==> config.mk <==
export PLATFORM = sky130hd
export DESIGN_NAME = sequential_divider_flat
export DESIGN_NICKNAME = d
export VERILOG_FILES = /design/src/rtl/sequential_divider_if.sv /design/src/rtl/sequential_divider.sv /design/src/flat_wrapper.sv
export SDC_FILE = /design/constraint.sdc
export NUM_CORES = 1
export LEC_CHECK = 0
export ABC_AREA = 1
export CORE_ASPECT_RATIO = 1.4
export CORE_MARGIN = 2
export CORE_UTILIZATION = 30
export CTS_CLUSTER_SIZE = 20
export DETAILED_ROUTE_END_ITERATION = 16
export DONT_BUFFER_PORTS = 1
export PLACE_DENSITY_LB_ADDON = 0.08
export SLEW_MARGIN = 20
export SYNTH_ARGS = -nofsm -noshare
export SYNTH_HDL_FRONTEND = slang
export SYNTH_SLANG_ARGS = --single-unit
==> constraint.sdc <==
create_clock -name Clk -period 2.1 [get_ports Clk]
set_clock_uncertainty 0.2 [all_clocks]
set_input_delay 0.42 -clock Clk [delete_from_list [all_inputs] [get_ports Clk]]
set_output_delay 0.42 -clock Clk [all_outputs]
set_load 0.005 [all_outputs]
==> src/rtl/sequential_divider_if.sv <==
// Handshake/data bundle between the board-level controls and sequential_divider.
// master drives the synchronized buttons and switches; slave is the divider.
interface sequential_divider_if;
  logic       Run;
  logic       LoadB;
  logic       LoadS;
  logic [7:0] SW;
  logic [7:0] Aval;
  logic [7:0] Bval;
  logic [7:0] Sval;
  logic       Busy;
  logic       Done;
  logic       DivZero;

  modport master (
    output Run, LoadB, LoadS, SW,
    input  Aval, Bval, Sval, Busy, Done, DivZero
  );

  modport slave (
    input  Run, LoadB, LoadS, SW,
    output Aval, Bval, Sval, Busy, Done, DivZero
  );
endinterface

==> src/rtl/sequential_divider.sv <==
// 8-bit restoring shift-subtract divider: quotient ends in B, remainder in A.
// Define DIV_SIGNED_EN for two's-complement operands (adds the FIXUP state).
module sequential_divider (
  input  logic                 Clk,
  input  logic                 Reset,
  sequential_divider_if.slave  bus
);

  typedef enum logic [2:0] {
    IDLE,
    CLEAR,
    ITER,
`ifdef DIV_SIGNED_EN
    FIXUP,
`endif
    DONE
  } state_t;

  state_t     state, state_next;
  logic [7:0] a_q, b_q, s_q;
  logic [2:0] count_q;
  logic       div_zero_q;
  logic       busy, done;

  logic [7:0] divisor;
  logic [7:0] a_shift;
  logic [8:0] trial;
  logic [7:0] a_next, b_next;

`ifdef DIV_SIGNED_EN
  logic d_neg_q, q_neg_q;
  logic [7:0] b_abs;

  // Magnitudes as unsigned 8-bit; -128 maps to 0x80, which is +128 unsigned.
  assign divisor = s_q[7] ? 8'd0 - s_q : s_q;
  assign b_abs   = b_q[7] ? 8'd0 - b_q : b_q;
`else
  assign divisor = s_q;
`endif

  // One iteration: shift {A,B} left, trial-subtract the divisor from the new A.
  assign a_shift = {a_q[6:0], b_q[7]};
  assign trial   = {1'b0, a_shift} - {1'b0, divisor};
  assign a_next  = trial[8] ? a_shift : trial[7:0];
  assign b_next  = {b_q[6:0], ~trial[8]};

  always_ff @(posedge Clk) begin
    // NOTE: sequential state uses non-blocking assignments so every register
    // samples pre-edge values regardless of statement order.
    if (Reset) state <= IDLE;
    else       state <= state_next;
  end

  always_comb begin
    // NOTE: every output of this block is defaulted first so no path leaves
    // a signal unassigned, which would otherwise infer a latch.
    state_next = state;
    busy       = 1'b0;
    done       = 1'b0;
    case (state)
      IDLE:  if (bus.Run) state_next = CLEAR;
      CLEAR: begin
        busy       = 1'b1;
        state_next = ITER;
      end
      ITER: begin
        busy = 1'b1;
        if (count_q == 3'd7) begin
`ifdef DIV_SIGNED_EN
          state_next = FIXUP;
`else
          state_next = DONE;
`endif
        end
      end
`ifdef DIV_SIGNED_EN
      FIXUP: begin
        busy       = 1'b1;
        state_next = DONE;
      end
`endif
      DONE: begin
        done = 1'b1;
        // Run must drop before another press can start a new division.
        if (!bus.Run) state_next = IDLE;
      end
      default: state_next = IDLE;
    endcase
  end

  always_ff @(posedge Clk) begin
    if (Reset) begin
      a_q        <= 8'd0;
      b_q        <= 8'd0;
      s_q        <= 8'd0;
      count_q    <= 3'd0;
      div_zero_q <= 1'b0;
`ifdef DIV_SIGNED_EN
      d_neg_q    <= 1'b0;
      q_neg_q    <= 1'b0;
`endif
    end else begin
      case (state)
        IDLE: begin
          if (bus.LoadB) b_q <= bus.SW;
          if (bus.LoadS) s_q <= bus.SW;
        end
        CLEAR: begin
          a_q        <= 8'd0;
          count_q    <= 3'd0;
          div_zero_q <= (s_q == 8'd0);
`ifdef DIV_SIGNED_EN
          b_q        <= b_abs;
          d_neg_q    <= b_q[7];
          q_neg_q    <= b_q[7] ^ s_q[7];
`endif
        end
        ITER: begin
          a_q     <= a_next;
          b_q     <= b_next;
          count_q <= count_q + 3'd1;
        end
`ifdef DIV_SIGNED_EN
        FIXUP: begin
          // Truncation toward zero: remainder takes the dividend's sign.
          if (q_neg_q) b_q <= 8'd0 - b_q;
          if (d_neg_q) a_q <= 8'd0 - a_q;
        end
`endif
        default: ;
      endcase
    end
  end

  assign bus.Aval    = a_q;
  assign bus.Bval    = b_q;
  assign bus.Sval    = s_q;
  assign bus.Busy    = busy;
  assign bus.Done    = done;
  assign bus.DivZero = div_zero_q;

endmodule

==> src/flat_wrapper.sv <==
// flat-port wrapper written by rule: the top's interface ports become plain ports
module sequential_divider_flat 
  (Clk, Reset, bus_Run, bus_LoadB, bus_LoadS, bus_SW, bus_Aval, bus_Bval, bus_Sval, bus_Busy, bus_Done, bus_DivZero);
  sequential_divider_if bus_i ();
  input  logic Clk;
  input  logic Reset;
  input wire logic [$bits(bus_i.Run)-1:0] bus_Run;
  input wire logic [$bits(bus_i.LoadB)-1:0] bus_LoadB;
  input wire logic [$bits(bus_i.LoadS)-1:0] bus_LoadS;
  input wire logic [$bits(bus_i.SW)-1:0] bus_SW;
  output wire logic [$bits(bus_i.Aval)-1:0] bus_Aval;
  output wire logic [$bits(bus_i.Bval)-1:0] bus_Bval;
  output wire logic [$bits(bus_i.Sval)-1:0] bus_Sval;
  output wire logic [$bits(bus_i.Busy)-1:0] bus_Busy;
  output wire logic [$bits(bus_i.Done)-1:0] bus_Done;
  output wire logic [$bits(bus_i.DivZero)-1:0] bus_DivZero;
  assign bus_i.Run = bus_Run;
  assign bus_i.LoadB = bus_LoadB;
  assign bus_i.LoadS = bus_LoadS;
  assign bus_i.SW = bus_SW;
  assign bus_Aval = bus_i.Aval;
  assign bus_Bval = bus_i.Bval;
  assign bus_Sval = bus_i.Sval;
  assign bus_Busy = bus_i.Busy;
  assign bus_Done = bus_i.Done;
  assign bus_DivZero = bus_i.DivZero;
  sequential_divider u_core (.Clk(Clk), .Reset(Reset), .bus(bus_i));
endmodule
## After elaboration in Yosys (flattened, before gate mapping)

Cells that the tools add are included.

- Bits of input ports: 13
- Word-level logic and storage cells: 36
- Output and inout bits: 27
- Register bits: 31

- Eq/ne operators: 8
- Add/subtract/negate cells: 2
- Multiplexer cells: 11
- Bitwise operators: 1
- Reductions and logical operators: 8

Operators with widths:

| kind | count |
|---|---|
| one-hot mux 8 bit (2 select lines) | 2 |
| 2-to-1 mux 8 bit | 2 |
| one-hot mux 3 bit (4 select lines) | 1 |
| 2-to-1 mux 3 bit | 3 |
| subtractor 8 x 8 -> 9 bit | 1 |
| zero test 8 bit | 1 |
| == test 3 x 2 -> 1 bit (second input constant) | 2 |
| != test 2 bit (second input constant) | 3 |
| one-hot mux 3 bit (2 select lines) | 1 |
| AND reduction 2 bit | 2 |
| nonzero test 2 bit | 2 |
| adder 3 x 1 -> 3 bit (second input constant) | 1 |
| == test 3 x 1 -> 1 bit (second input constant) | 1 |
| == test 3 bit (second input constant) | 1 |
| zero test 3 bit | 1 |
| AND reduction 3 bit | 1 |
| 2-to-1 mux 1 bit | 2 |
| != test 2 x 1 -> 1 bit (second input constant) | 1 |
| OR reduction 2 bit | 1 |
| NOT 1 bit | 1 |

## Longest topological paths before layout

- Word-level depth: 3
- Depth in mapped cells: 12
- Mapped depth without buffers: 12

## Least setup slack after synthesis

OpenSTA, ideal clock, no wires.

- Path type: register to register
- From: register u_core.b_q[7], in the netlist u_core.bus.Bval[7]
- To: register u_core.a_q[5], in the netlist u_core.bus.Aval[5]
- Buffers on the path: 0
- Arrival: 1,577 ps
- Clock period less this slack: 1,908 ps
- Setup slack: 192 ps
- Cell stages (with the launch flop): 12
- Setup time: 131 ps
- Data required time: 1,769 ps
- Cells stage by stage: dfxtp_1 inv_1 ha_1 fa_1 inv_1 nand2_2 nand2_2 nand2_4 nand2_4 nand3_1 nand2_1 a21oi_2

- Longest elaborated chain between the ends: 3

Ends and longest elaborated chain:

| element | RTL line | RTL |
|---|---|---|
| start, declared | sequential_divider.sv:20 | `logic [7:0] a_q, b_q, s_q;` |
| start signal, assigned | sequential_divider.sv:105 | `if (bus.LoadB) b_q <= bus.SW;` |
| start signal, assigned | sequential_divider.sv:120 | `b_q <= b_next;` |
| subtractor 8 x 8 -> 9 bit | sequential_divider.sv:43 | `assign trial = {1'b0, a_shift} - {1'b0, divisor};` |
| 2-to-1 mux 8 bit | sequential_divider.sv:44 | `assign a_next = trial[8] ? a_shift : trial[7:0];` |
| one-hot mux 8 bit (2 select lines) | sequential_divider.sv:103 | `case (state)` |
| end signal, assigned | sequential_divider.sv:119 | `a_q <= a_next;` |
| end, declared | sequential_divider.sv:20 |  |

Every way passes these cells.
A chain may end at the register's enable or synchronous reset.

## Worst setup path after layout

- From: register u_core.b_q[7], in the netlist u_core.bus.Bval[7]
- To: register u_core.a_q[6], in the netlist u_core.bus.Aval[6]

Same word-level chain as after synthesis.

==> impl_metrics.env <==
export IMPL_path_max_fanout=9
export IMPL_top_usage_layer="met2"
export IMPL_dp_worst_setup_slack_ns=0.01294
export IMPL_maxCapViolCount=0
export IMPL_detail_route_wirelength_um=4947
export IMPL_hpwlAfterDp_um=3873
export IMPL_avgSynthCellArea_um2=7.046
export IMPL_period_needed_ns=1.974
export IMPL_globalRouteOverflowTotal=0
export IMPL_grtUsageMet2_pct=30.24
export IMPL_antenna_found_initial=0
export IMPL_holdPathEnd="u_core.bus.Aval[5]$_SDFFE_PP0P_"
export IMPL_synth_most_common_cell="nand2_1"
export IMPL_cts_sinks=30
export IMPL_yosysUniqueCellTypes=27
export IMPL_p_clk_share_pct=17.1
export IMPL_drc_errors=0
export IMPL_cp_required_ns=2.08
export IMPL_ir_drop_mv=0.6982
export IMPL_post_route_period_util_pct=93.98
export IMPL_power_total_mw=2.921
export IMPL_hold_start="Reset"
export IMPL_p_per_area_mw_per_mm2=1379
export IMPL_r2r_slack_ns=0.13
export IMPL_combPwrFrac_pct=53.3
export IMPL_fin_util_pct=36.13
export IMPL_grt_use_met1_pct=16.56
export IMPL_p_int_mw=1.567
export IMPL_yosysTopAreaCell="dfxtp_1"
export IMPL_yosysWarnings=0
export IMPL_clock_path_buffers=2
export IMPL_use_met3_pct=4.293
export IMPL_coreArea_mm2=0.005863
export IMPL_min_path_type="in -> reg"
export IMPL_die_w_um=69.79
export IMPL_cts_root_buf="clkbuf_8"
export IMPL_synth_cells=258
export IMPL_num_vias=1648
export IMPL_initial_core_util_pct=31.01
export IMPL_tightest_slew_ns=0.4725
export IMPL_r2r_end="u_core.bus.Aval[6]$_SDFFE_PP0P_"
export IMPL_fp_dieH_um=96.11
export IMPL_synth_edf_count=0
export IMPL_routabilityCongestion=0.8048
export IMPL_synthTopCellsByArea="dfxtp_1 33%, nand2_1 14%, ha_1 10%, inv_1 7.4%, a21oi_1 6.6%"
export IMPL_setup_viol=0
export IMPL_crit_type="reg -> reg"
export IMPL_final_hold_viol_count=4
export IMPL_firstDrtPassIters=4
export IMPL_ys_flop_type="dfxtp_1"
export IMPL_setup_slack_ns=0.1264
export IMPL_drv_slew=0
export IMPL_insertion_delay_ns=0.29
export IMPL_arrival_ns=1.95
export IMPL_timing_rr_start="u_core.bus.Bval[7]$_SDFFE_PP0P_"
export IMPL_cts_clk_slew_worst_paths_ns=0.07
export IMPL_timing_hold_ws_ns=-0.008716
export IMPL_synth_seq_cells=30
export IMPL_wl_per_cell_um=14.34
export IMPL_worstSetupStartpointType="register"
export IMPL_dpl_instance_area_mm2=0.001972
export IMPL_end_kind="register"
export IMPL_tns_ns=0
export IMPL_drt_antenna_violating_nets=0
export IMPL_grt_usage_pct=15.77
export IMPL_drt_iter0_markers=37
export IMPL_h_tree_depth=2
export IMPL_nNetsFinal=303
export IMPL_fmax_ghz=0.5067
export IMPL_synth_area_mm2=0.001818
export IMPL_viasPerCell=4.777
export IMPL_rows=33
export IMPL_hold_path_depth=1
export IMPL_syn_to_final_growth_pct=16.52
export IMPL_drive_gt1_share_pct=14.55
export IMPL_synthTopCellsByCount="70 x nand2_1, 36 x inv_1, 30 x dfxtp_1, 24 x a21oi_1, 19 x o21ai_0"
export IMPL_grt_max_degree=20
export IMPL_cts_tree="built"
export IMPL_synth_top_area_share_pct=33.04
export IMPL_leakagePower_nw=0.9783
export IMPL_syn_nets=287
export IMPL_grt_pass1_wl_um=8121
export IMPL_diodes=0
export IMPL_grt_pass1_vias=1654
export IMPL_synth_seq_area_share_pct=33.04
export IMPL_net_switching_power_mw=1.354
export IMPL_status="finished with violations"
export IMPL_port_buffers=0
export IMPL_synthArstFlopShare_pct=0
export IMPL_dieArea_mm2=0.006707
export IMPL_r2r_cells=11
export IMPL_numCtsBuffers=5
export IMPL_violations="negative hold slack"
export IMPL_p_sw_share_pct=46.35
export IMPL_relSlewSlack_pct=68.47
export IMPL_seqPwrFrac_pct=29.6
export IMPL_fin_area_mm2=0.002118
export IMPL_io_pins=40
metrics by stage:
| step | std cells | hold WS [ns] |
|---|---|---|
| final | 345 | -0.008716 |
| after floorplan | 258 | 0.2432 |
| after detailed placement | 335 | 0.2598 |
| after global routing | 345 | -0.02244 |
| after global placement | 335 | 0.2521 |
| after CTS | 343 | -0.01796 |
worst max-delay path by stage:
stage	start	cells past startpoint	endpoint
floorplan	u_core.bus.Bval[7]$_SDFFE_PP0P_	11	u_core.bus.Aval[5]$_SDFFE_PP0P_
global placement	u_core.bus.Bval[7]$_SDFFE_PP0P_	11	u_core.bus.Aval[6]$_SDFFE_PP0P_
detailed placement	u_core.bus.Bval[7]$_SDFFE_PP0P_	11	u_core.bus.Aval[5]$_SDFFE_PP0P_
CTS	u_core.bus.Bval[7]$_SDFFE_PP0P_	11	u_core.bus.Aval[5]$_SDFFE_PP0P_
global route	u_core.bus.Bval[7]$_SDFFE_PP0P_	12	u_core.bus.Aval[6]$_SDFFE_PP0P_
finish	u_core.bus.Bval[7]$_SDFFE_PP0P_	11	u_core.bus.Aval[6]$_SDFFE_PP0P_
critical path, cell delays in order (launching register included):
cell and delay [ns]:
dfxtp_1 0.34, inv_1 0.07, ha_1 0.21, fa_2 0.36
inv_2 0.08, nand2_2 0.07, nand2_4 0.08, nand2_4 0.09
nand2_8 0.10, nand3_1 0.11, nand2_1 0.09, a21oi_1 0.06
cell usage in the layout, fill, tap and decap left out:
cell type / count
a211oi_1: 1
clkinv_2: 1
a21oi_4: 1
nor4_1: 2
a21oi_2: 2
nand2_4: 2
dfxtp_2: 1
nand4_1: 2
o221ai_2: 1
clkbuf_1: 1
xor2_1: 1
ha_1: 13
a21boi_0: 1
nor2_1: 5
nand2_2: 2
ha_2: 2
a21oi_1: 23
inv_1: 35
dfxtp_1: 29
buf_12: 1
clkinv_1: 3
nor2_2: 1
a31oi_1: 8
o21ai_2: 2
nand3b_1: 5
fa_2: 1
nand2_8: 1
o21ai_0: 19
inv_2: 1
nand3_1: 17
clkbuf_8: 6
nand2_1: 70
nand3_2: 1
buf_4: 14
cell type report:
class                           instances  area [um^2]
Clock buffer                            7        86.33
Clock inverter                          1        5.005
Fill cell                             658         3745
Inverter                               39        146.4
Multi-Input combinational cell        183         1066
Sequential cell                        30        601.8
Tap cell                               70        87.58
Timing Repair Buffer                   15        125.1
metal layers:
metal | up-vias | wire (um)
met3 | 7 | 258
li1 | 878 | -
met2 | 34 | 2588
met4 | 0 | 75
met5 | - | 0
met1 | 729 | 2025
cell families (layout without fill, tap and decap cells):
kind of cell    after synthesis  in the layout  share of synthesized area [%]
buf+inv                      46             62                          10.19
fa+ha+maj                    16             16                          11.42
flops                        30             30                          33.04
xor+xnor                      1              1                         0.4818
simple gates                107            108                          26.29
compound gates               58             58                          18.58
power by group through the flow:
| stage | registers (mW) | clock network (mW) | logic, mW |
|---|---|---|---|
| 2_1_floorplan | 0.850 | 0 | 1.11 |
| 3_3_place_gp | 0.875 | 0 | 1.49 |
| 3_5_place_dp | 0.874 | 0 | 1.48 |
| 4_1_cts | 0.862 | 0.517 | 1.49 |
| 5_1_grt | 0.884 | 0.538 | 1.81 |
| 6_report | 0.863 | 0.501 | 1.56 |
state kept, by name (all words and copies together) (netlist names):
name	cells
u_core.bus.Sval	8
u_core.bus.Bval	8
u_core.bus.Aval	8
u_core.bus.DivZero	1
u_core.count_q	3
u_core.state	2
what timing repair did:
item                       4_1_cts  5_1_grt
buffers inserted                 0        1
setup endpoints to repair        0        9
hold endpoints to repair        11       11
resized for setup                0        9
No activity file was read; power rests on OpenSTA's default activity.
